### src/rtl/seg_pkg.sv
// Shared constants and types for the 7-segment scan controller.
// Glyphs are active-low, bit 0 = segment a through bit 6 = segment g.
package seg_pkg;

  localparam int BCD_W = 4;

  localparam logic [6:0] SEG_BLANK = 7'h7F;
  localparam logic [6:0] SEG_DASH  = 7'h3F;

  typedef enum logic {
    BLANK = 1'b0,
    SHOW  = 1'b1
  } scan_state_e;

endpackage

### src/rtl/bcd_seg_decode.sv
// Combinational BCD to active-low 7-segment decoder; codes 10..15 show a dash.
module bcd_seg_decode
  import seg_pkg::*;
(
  input  logic [BCD_W-1:0] bcd_i,
  output logic [6:0]       seg_o
);

  always_comb begin
    seg_o = SEG_DASH;
    case (bcd_i)
      4'd0: seg_o = 7'h40;
      4'd1: seg_o = 7'h79;
      4'd2: seg_o = 7'h24;
      4'd3: seg_o = 7'h30;
      4'd4: seg_o = 7'h19;
      4'd5: seg_o = 7'h12;
      4'd6: seg_o = 7'h02;
      4'd7: seg_o = 7'h78;
      4'd8: seg_o = 7'h00;
      4'd9: seg_o = 7'h10;
      default: seg_o = SEG_DASH;
    endcase
  end

endmodule

### src/rtl/seg_scan_ctrl.sv
// Multiplexed common-anode 7-segment scan controller with blanking gap,
// leading-zero suppression and frame-synchronous double-buffered data.
module seg_scan_ctrl
  import seg_pkg::*;
#(
  parameter int NUM_DIGITS   = 8,
  parameter int CLK_DIV      = 100000,
  parameter int BLANK_CYCLES = 1000,
  parameter int LZS          = 1
) (
  input  logic                        clk,
  input  logic                        rst_n,
  input  logic                        load,
  input  logic [BCD_W*NUM_DIGITS-1:0] data_in,
  input  logic [NUM_DIGITS-1:0]       dp_in,
  input  logic [NUM_DIGITS-1:0]       en_in,
  output logic [NUM_DIGITS-1:0]       an,
  output logic [6:0]                  seg,
  output logic                        dp,
  output logic                        frame_start
);

  localparam int CNT_W  = (CLK_DIV > 1) ? $clog2(CLK_DIV) : 1;
  localparam int IDX_W  = (NUM_DIGITS > 1) ? $clog2(NUM_DIGITS) : 1;
  localparam int DATA_W = BCD_W * NUM_DIGITS;

  localparam logic [CNT_W-1:0] CNT_LAST  = CNT_W'(CLK_DIV - 1);
  localparam logic [CNT_W-1:0] CNT_BLANK = CNT_W'(BLANK_CYCLES);
  localparam logic [IDX_W-1:0] IDX_LAST  = IDX_W'(NUM_DIGITS - 1);

  logic [CNT_W-1:0]      cnt_q, cnt_d;
  logic [IDX_W-1:0]      idx_q, idx_d;
  logic [DATA_W-1:0]     shd_data_q, shd_data_d;
  logic [NUM_DIGITS-1:0] shd_dp_q, shd_dp_d;
  logic [NUM_DIGITS-1:0] shd_en_q, shd_en_d;
  logic                  pending_q, pending_d;
  logic [DATA_W-1:0]     act_data_q, act_data_d;
  logic [NUM_DIGITS-1:0] act_dp_q, act_dp_d;
  logic [NUM_DIGITS-1:0] act_en_q, act_en_d;

  scan_state_e           state_q;
  logic [NUM_DIGITS-1:0] an_q;
  logic [6:0]            seg_q;
  logic                  dp_q;
  logic                  frame_start_q;

  logic                  slot_end;
  logic                  frame_end;
  logic [NUM_DIGITS-1:0] zero_above;
  logic [NUM_DIGITS-1:0] dig_blank;
  logic                  all_zero;
  logic [BCD_W-1:0]      cur_bcd;
  logic                  cur_dp;
  logic                  cur_blank;
  logic [6:0]            dec_seg;

  assign slot_end  = (cnt_q == CNT_LAST);
  assign frame_end = slot_end && (idx_q == IDX_LAST);

  always_comb begin
    cnt_d = slot_end ? '0 : cnt_q + 1'b1;
    idx_d = idx_q;
    if (slot_end) begin
      idx_d = (idx_q == IDX_LAST) ? '0 : idx_q + 1'b1;
    end
  end

  // A load on the wrap clock still leaves pending set: the old shadow moves
  // to active on that same edge while the new data lands in the shadow.
  always_comb begin
    shd_data_d = shd_data_q;
    shd_dp_d   = shd_dp_q;
    shd_en_d   = shd_en_q;
    pending_d  = pending_q;
    act_data_d = act_data_q;
    act_dp_d   = act_dp_q;
    act_en_d   = act_en_q;
    if (frame_end && pending_q) begin
      act_data_d = shd_data_q;
      act_dp_d   = shd_dp_q;
      act_en_d   = shd_en_q;
      pending_d  = 1'b0;
    end
    if (load) begin
      shd_data_d = data_in;
      shd_dp_d   = dp_in;
      shd_en_d   = en_in;
      pending_d  = 1'b1;
    end
  end

  // zero_above[i]: every enabled digit from i up to the most significant is 0.
  always_comb begin
    all_zero   = 1'b1;
    zero_above = '0;
    dig_blank  = '0;
    for (int i = NUM_DIGITS - 1; i >= 0; i--) begin
      if (act_en_q[i] && (act_data_q[BCD_W*i +: BCD_W] != '0)) begin
        all_zero = 1'b0;
      end
      zero_above[i] = all_zero;
      dig_blank[i]  = !act_en_q[i] || ((LZS != 0) && (i != 0) && zero_above[i]);
    end
  end

  always_comb begin
    cur_bcd   = '0;
    cur_dp    = 1'b0;
    cur_blank = 1'b1;
    for (int i = 0; i < NUM_DIGITS; i++) begin
      if (idx_q == IDX_W'(i)) begin
        cur_bcd   = act_data_q[BCD_W*i +: BCD_W];
        cur_dp    = act_dp_q[i];
        cur_blank = dig_blank[i];
      end
    end
  end

  bcd_seg_decode u_dec (
    .bcd_i (cur_bcd),
    .seg_o (dec_seg)
  );

  always_ff @(posedge clk or negedge rst_n) begin
    if (!rst_n) begin
      cnt_q      <= '0;
      idx_q      <= '0;
      shd_data_q <= '0;
      shd_dp_q   <= '0;
      shd_en_q   <= '0;
      pending_q  <= 1'b0;
      act_data_q <= '0;
      act_dp_q   <= '0;
      act_en_q   <= '0;
    end else begin
      cnt_q      <= cnt_d;
      idx_q      <= idx_d;
      shd_data_q <= shd_data_d;
      shd_dp_q   <= shd_dp_d;
      shd_en_q   <= shd_en_d;
      pending_q  <= pending_d;
      act_data_q <= act_data_d;
      act_dp_q   <= act_dp_d;
      act_en_q   <= act_en_d;
    end
  end

  // state_q tracks cnt_q; pins are registered from state_q, one clock behind.
  always_ff @(posedge clk or negedge rst_n) begin
    if (!rst_n) begin
      state_q       <= BLANK;
      an_q          <= '1;
      seg_q         <= SEG_BLANK;
      dp_q          <= 1'b1;
      frame_start_q <= 1'b0;
    end else begin
      frame_start_q <= frame_end;
      case (state_q)
        BLANK: begin
          an_q  <= '1;
          seg_q <= SEG_BLANK;
          dp_q  <= 1'b1;
          if (cnt_d == CNT_BLANK) begin
            state_q <= SHOW;
          end
        end
        SHOW: begin
          an_q  <= ~(NUM_DIGITS'(1) << idx_q);
          seg_q <= cur_blank ? SEG_BLANK : dec_seg;
          dp_q  <= cur_blank ? 1'b1 : ~cur_dp;
          if (slot_end) begin
            state_q <= BLANK;
          end
        end
        default: begin
          state_q <= BLANK;
          an_q    <= '1;
          seg_q   <= SEG_BLANK;
          dp_q    <= 1'b1;
        end
      endcase
    end
  end

  assign an          = an_q;
  assign seg         = seg_q;
  assign dp          = dp_q;
  assign frame_start = frame_start_q;

endmodule

### config.mk
export PLATFORM = sky130hd
export DESIGN_NAME = seg_scan_ctrl
export DESIGN_NICKNAME = d
export VERILOG_FILES = /design/src/rtl/seg_pkg.sv /design/src/rtl/bcd_seg_decode.sv /design/src/rtl/seg_scan_ctrl.sv
export SDC_FILE = /design/constraint.sdc
export NUM_CORES = 1
export LEC_CHECK = 0
export BUFFER_PORTS_ARGS = -buffer_cell sky130_fd_sc_hd__buf_2
export CAP_MARGIN = 10
export CORE_UTILIZATION = 45
export DETAILED_ROUTE_END_ITERATION = 12
export PLACE_DENSITY_LB_ADDON = 0.12
export SLEW_MARGIN = 0
export SYNTH_ARGS = -nofsm -noshare
export SYNTH_HDL_FRONTEND = slang
export SYNTH_HIERARCHICAL = 1
export SYNTH_SLANG_ARGS = --single-unit
### constraint.sdc
create_clock -name clk -period 4.1 [get_ports clk]
set_clock_uncertainty 0.1 [all_clocks]
set_input_delay 0.82 -clock clk [delete_from_list [all_inputs] [get_ports clk]]
set_output_delay 0.82 -clock clk [all_outputs]
set_load 0.005 [all_outputs]
==> results by stage <==
Place:
- The detailed placement HPWL is about 8700 um.
- The weighted congestion at the end of routability-driven global placement is about 0.82.
- The count of input and output buffers is 67.
- After detailed placement, the total cell area comes to 6730 um^2.

Finish:
- The final non-filler cell area is 7420 um^2.
- The number of antenna diodes in the final layout is 0.
- The final layout net count is approximately 640.
- Leaving out fill and tap cells, the most frequent cells in the layout are 119 x dfrtp_1, 76 x mux2_2, 66 x buf_2.
- The layout-stage area growth over the synthesis result is 18.4%.
- Leaving out fill and tap cells, the most frequent cell in the layout is dfrtp_1.
- In the final layout, the share of cells above drive strength 1 is 0.379.

Flow run:
- Max-cap violations in this run came to 0.

Routing:
- The detailed-route via count is 4051.
- After detailed routing, the number of remaining DRC violations is 0.
- The length of the first detailed-routing pass in iterations is 4.
- After the first detailed-routing iteration, the DRC count stood at roughly 250.
- The aggregate routed wire length is ~12000 um.
- The number of vias per cell after detailed routing is 5.32.
- Dividing the detail-routed wire length by the instance count gives 16.2 um.
- The final antenna-violating net count is 0.

Logic synthesis:
- The portion of synthesized cell area occupied by the leading cell type is 0.476.
- The number of nets produced by synthesis is 570.
- Of all cell types, the one taking the most synthesized area is dfrtp_1.
- The mapped cell area is 6260 um^2.
- After technology mapping, the gate count stands at 507.
- The post-synthesis average cell area is 12.4 um^2.
- The sequential share of the synthesized area is 0.543.
- The Yosys step of the flow raised 6 warnings.
- The most used flip-flop cell after synthesis is dfrtp_1.
- In this run, distinct cell masters in the synthesized netlist total 58.
- The number of synthesized flops with an enable pin is 0.
- Yosys attributes the largest share of cell area to dfrtp_1 48%, mux2_2 14%, dfstp_2 6.7%, mux2_4 4.8%, ha_1 2.4%.
- The post-synthesis async set-or-reset flop share is 1.00.
- Counting flops and latches in the post-synthesis netlist gives roughly 140.

STA:
- The count of final hold-check violations is 0.
- The relative slew slack is 0.292.
- After routing, the total negative slack on setup checks comes to 0 ps.
- For the pin with the worst max-slew slack, the measured transition is around 1100 ps.
- Setup repair after global routing left no endpoint under its margin.
- The final number of max-transition violations is 0.
- The time the worst path needs with I/O delays and setup is between 3000 and 4000 ps.
- Setup violations remaining at the end of the flow were counted as 0.
- Derived from the worst setup path, the maximum achievable clock frequency is 0.307 GHz.
- In the finished design, the share of the clock period the worst path needs comes to 0.794.

Floorplanning:
- In this run the count of I/O pins placed on the die edge is 68.
- The die covers roughly 14000 um^2.
- The floorplan row count is 42.
- The vertical die dimension is between 100 and 150 um.
- The initial cell density of the core is 0.467.
- The region available for standard cell placement spans 13400 um^2.
- The floorplan step set the die width to approximately 120 um.

Clock tree:
- The CTS root buffer is clkbuf_16.
- TritonCTS built the clock tree.
- The number of clock buffers added by TritonCTS is 17.
- The maximum clock path buffer count is 2.
- Buffers added to address setup during post-CTS repair amount to 0.
- The clock latency of the later-clocked register in the worst-skew pair is 410 ps.
- CTS built an H-tree with a depth of 4.
- After clock tree synthesis, the clock-pin slew on the worst setup and hold paths is 60 ps.
- In this run, post-CTS hold repair placed 0 buffers.
- Counting every sink on the clock net gives 135.
- Post-CTS repair changed the size of 0 cells.

Global route:
- In the global route stage, overall resource usage came out at 0.188.
- Summed over all layers, the global routing overflow is 0.
- Entering global routing, the biggest net connects 60 pins.
- The number of antenna violations at the first check in global routing came to 0.
- The wire length of the first global-routing pass is 21000 um.
- The number of global-route vias before repair was 4158.

Worst setup path:
- The critical path is of the reg -> reg type.
- The maximum net fanout on the critical path is 10.
- The worst-case register-to-register setup slack is between 800 and 900 ps.
- STA classifies the critical path startpoint as a flip-flop.
- Data arrives at the worst endpoint at 3500 ps.
- STA classifies the critical path endpoint as a flip-flop.
- Data on the critical path is required at its endpoint by 4340 ps.

Pwr:
- The leakage power total is about 0.0034 uW.
- The worst voltage drop across the vdd grid is about 0.38 mV.
- The total power density per cell area is 439 nW/um^2.

Min path:
- In this run the worst hold path is classified as in -> async.

Outcome:
- The run finished with clean final reports.
==> cells by family after synthesis <==
group,after synthesis,synth area share
and+or+nand+nor,142,0.123
DFF,135,0.543
muxes,98,0.188
AOI/OAI and AO/OA,66,0.0707
buffers and inverters,39,0.0310
xor gates and xnor gates,15,0.0210
adders and majority gates,12,0.0240
==> path summary, 6_finish.rpt <==
check,depth (start not counted),end,from
min in group clk,1,act_dp_q[2]$_DFFE_PN0P_,shd_dp_q[2]$_DFFE_PN0P_
max in group asynchronous,2,an[5]$_DFF_PN1_,rst_n
hold / removal,1,cnt_q[11]$_DFF_PN0_,rst_n
hold reg to reg,1,act_dp_q[2]$_DFFE_PN0P_,shd_dp_q[2]$_DFFE_PN0P_
setup / recovery,12,seg[4]$_DFF_PN1_,idx_q[2]$_DFFE_PN0N_
setup reg to reg,12,seg[4]$_DFF_PN1_,idx_q[2]$_DFFE_PN0N_
==> state kept, by name (all words and copies together) (netlist names), 3 cells and up <==
register	count
act_data_q	32
shd_data_q	32
idx_q	3
shd_en_q	8
act_en_q	8
cnt_q	17
an	8
act_dp_q	8
seg	7
shd_dp_q	8
==> critical path: stages (launching register included) <==
cell      delay (ps)
dfrtp_1          510
inv_1            120
ha_1             310
nor2_1           320
a221oi_1         150
nor3_1           260
o22ai_1          140
o21ai_0          390
inv_1            150
ha_1             240
or2b_1           220
a31oi_1          150
nand2b_1         120
==> cells in the mapped netlist, types with 3 or more instances <==
| library cell | count |
|---|---|
| dfstp_2 | 16 |
| and2_1 | 5 |
| buf_2 | 7 |
| and3b_1 | 4 |
| a31oi_1 | 4 |
| nor3b_1 | 4 |
| nand3_1 | 11 |
| buf_6 | 5 |
| o21ai_0 | 19 |
| nand2_1 | 40 |
| buf_1 | 4 |
| clkbuf_1 | 11 |
| o311ai_0 | 3 |
| o22ai_1 | 6 |
| nand2b_1 | 11 |
| nor2b_1 | 8 |
| xnor2_1 | 10 |
| nand4_1 | 8 |
| o41a_1 | 3 |
| a21oi_1 | 10 |
| inv_1 | 11 |
| nor2_1 | 23 |
| nand3b_1 | 3 |
| xor2_1 | 5 |
| a221oi_1 | 4 |
| mux2_2 | 76 |
| mux2_4 | 20 |
| dfrtp_1 | 119 |
| nor4_1 | 5 |
| ha_1 | 12 |
| nor3_1 | 6 |
| a211oi_1 | 3 |
| o41ai_1 | 3 |
==> stage by stage <==
| step | instances | hold slack [ps] | worst slack, ps | total power (uW) | util |
|---|---|---|---|---|---|
| after floorplan | 507 | 371 | 1100 | 1480 | - |
| after global placement | 729 | 390 | 1060 | 1540 | 0.502 |
| after detailed placement | 729 | 394 | 944 | 1550 | 0.502 |
| after CTS | 761 | 394 | 901 | 3300 | 0.553 |
| after global routing | 761 | 408 | 518 | 3380 | 0.553 |
| final | 761 | 374 | 846 | 3260 | 0.553 |
==> routing by layer <==
metal  wire (um)  track usage
met1        5760        0.251
met2        5950        0.299
met3         447       0.0456
met4         130       0.0680
met5           0            0
==> report_power, final <==
group	internal, uW	switching, uW	total, uW
Sequential	1380	26.6	1410
Combinational	62.5	50.6	113
Clock	1170	571	1740
==> area by class of cell <==
type	instances	area [um^2]
fillers	1176	5980
clock inverters	13	240
well taps	176	220
repair buffers	74	403
multi-input cells	333	2670
inverters	11	41.3
clock buffers	19	443
flip-flops and latches	135	3400
Note: power is estimated with default switching activity, not from simulation.
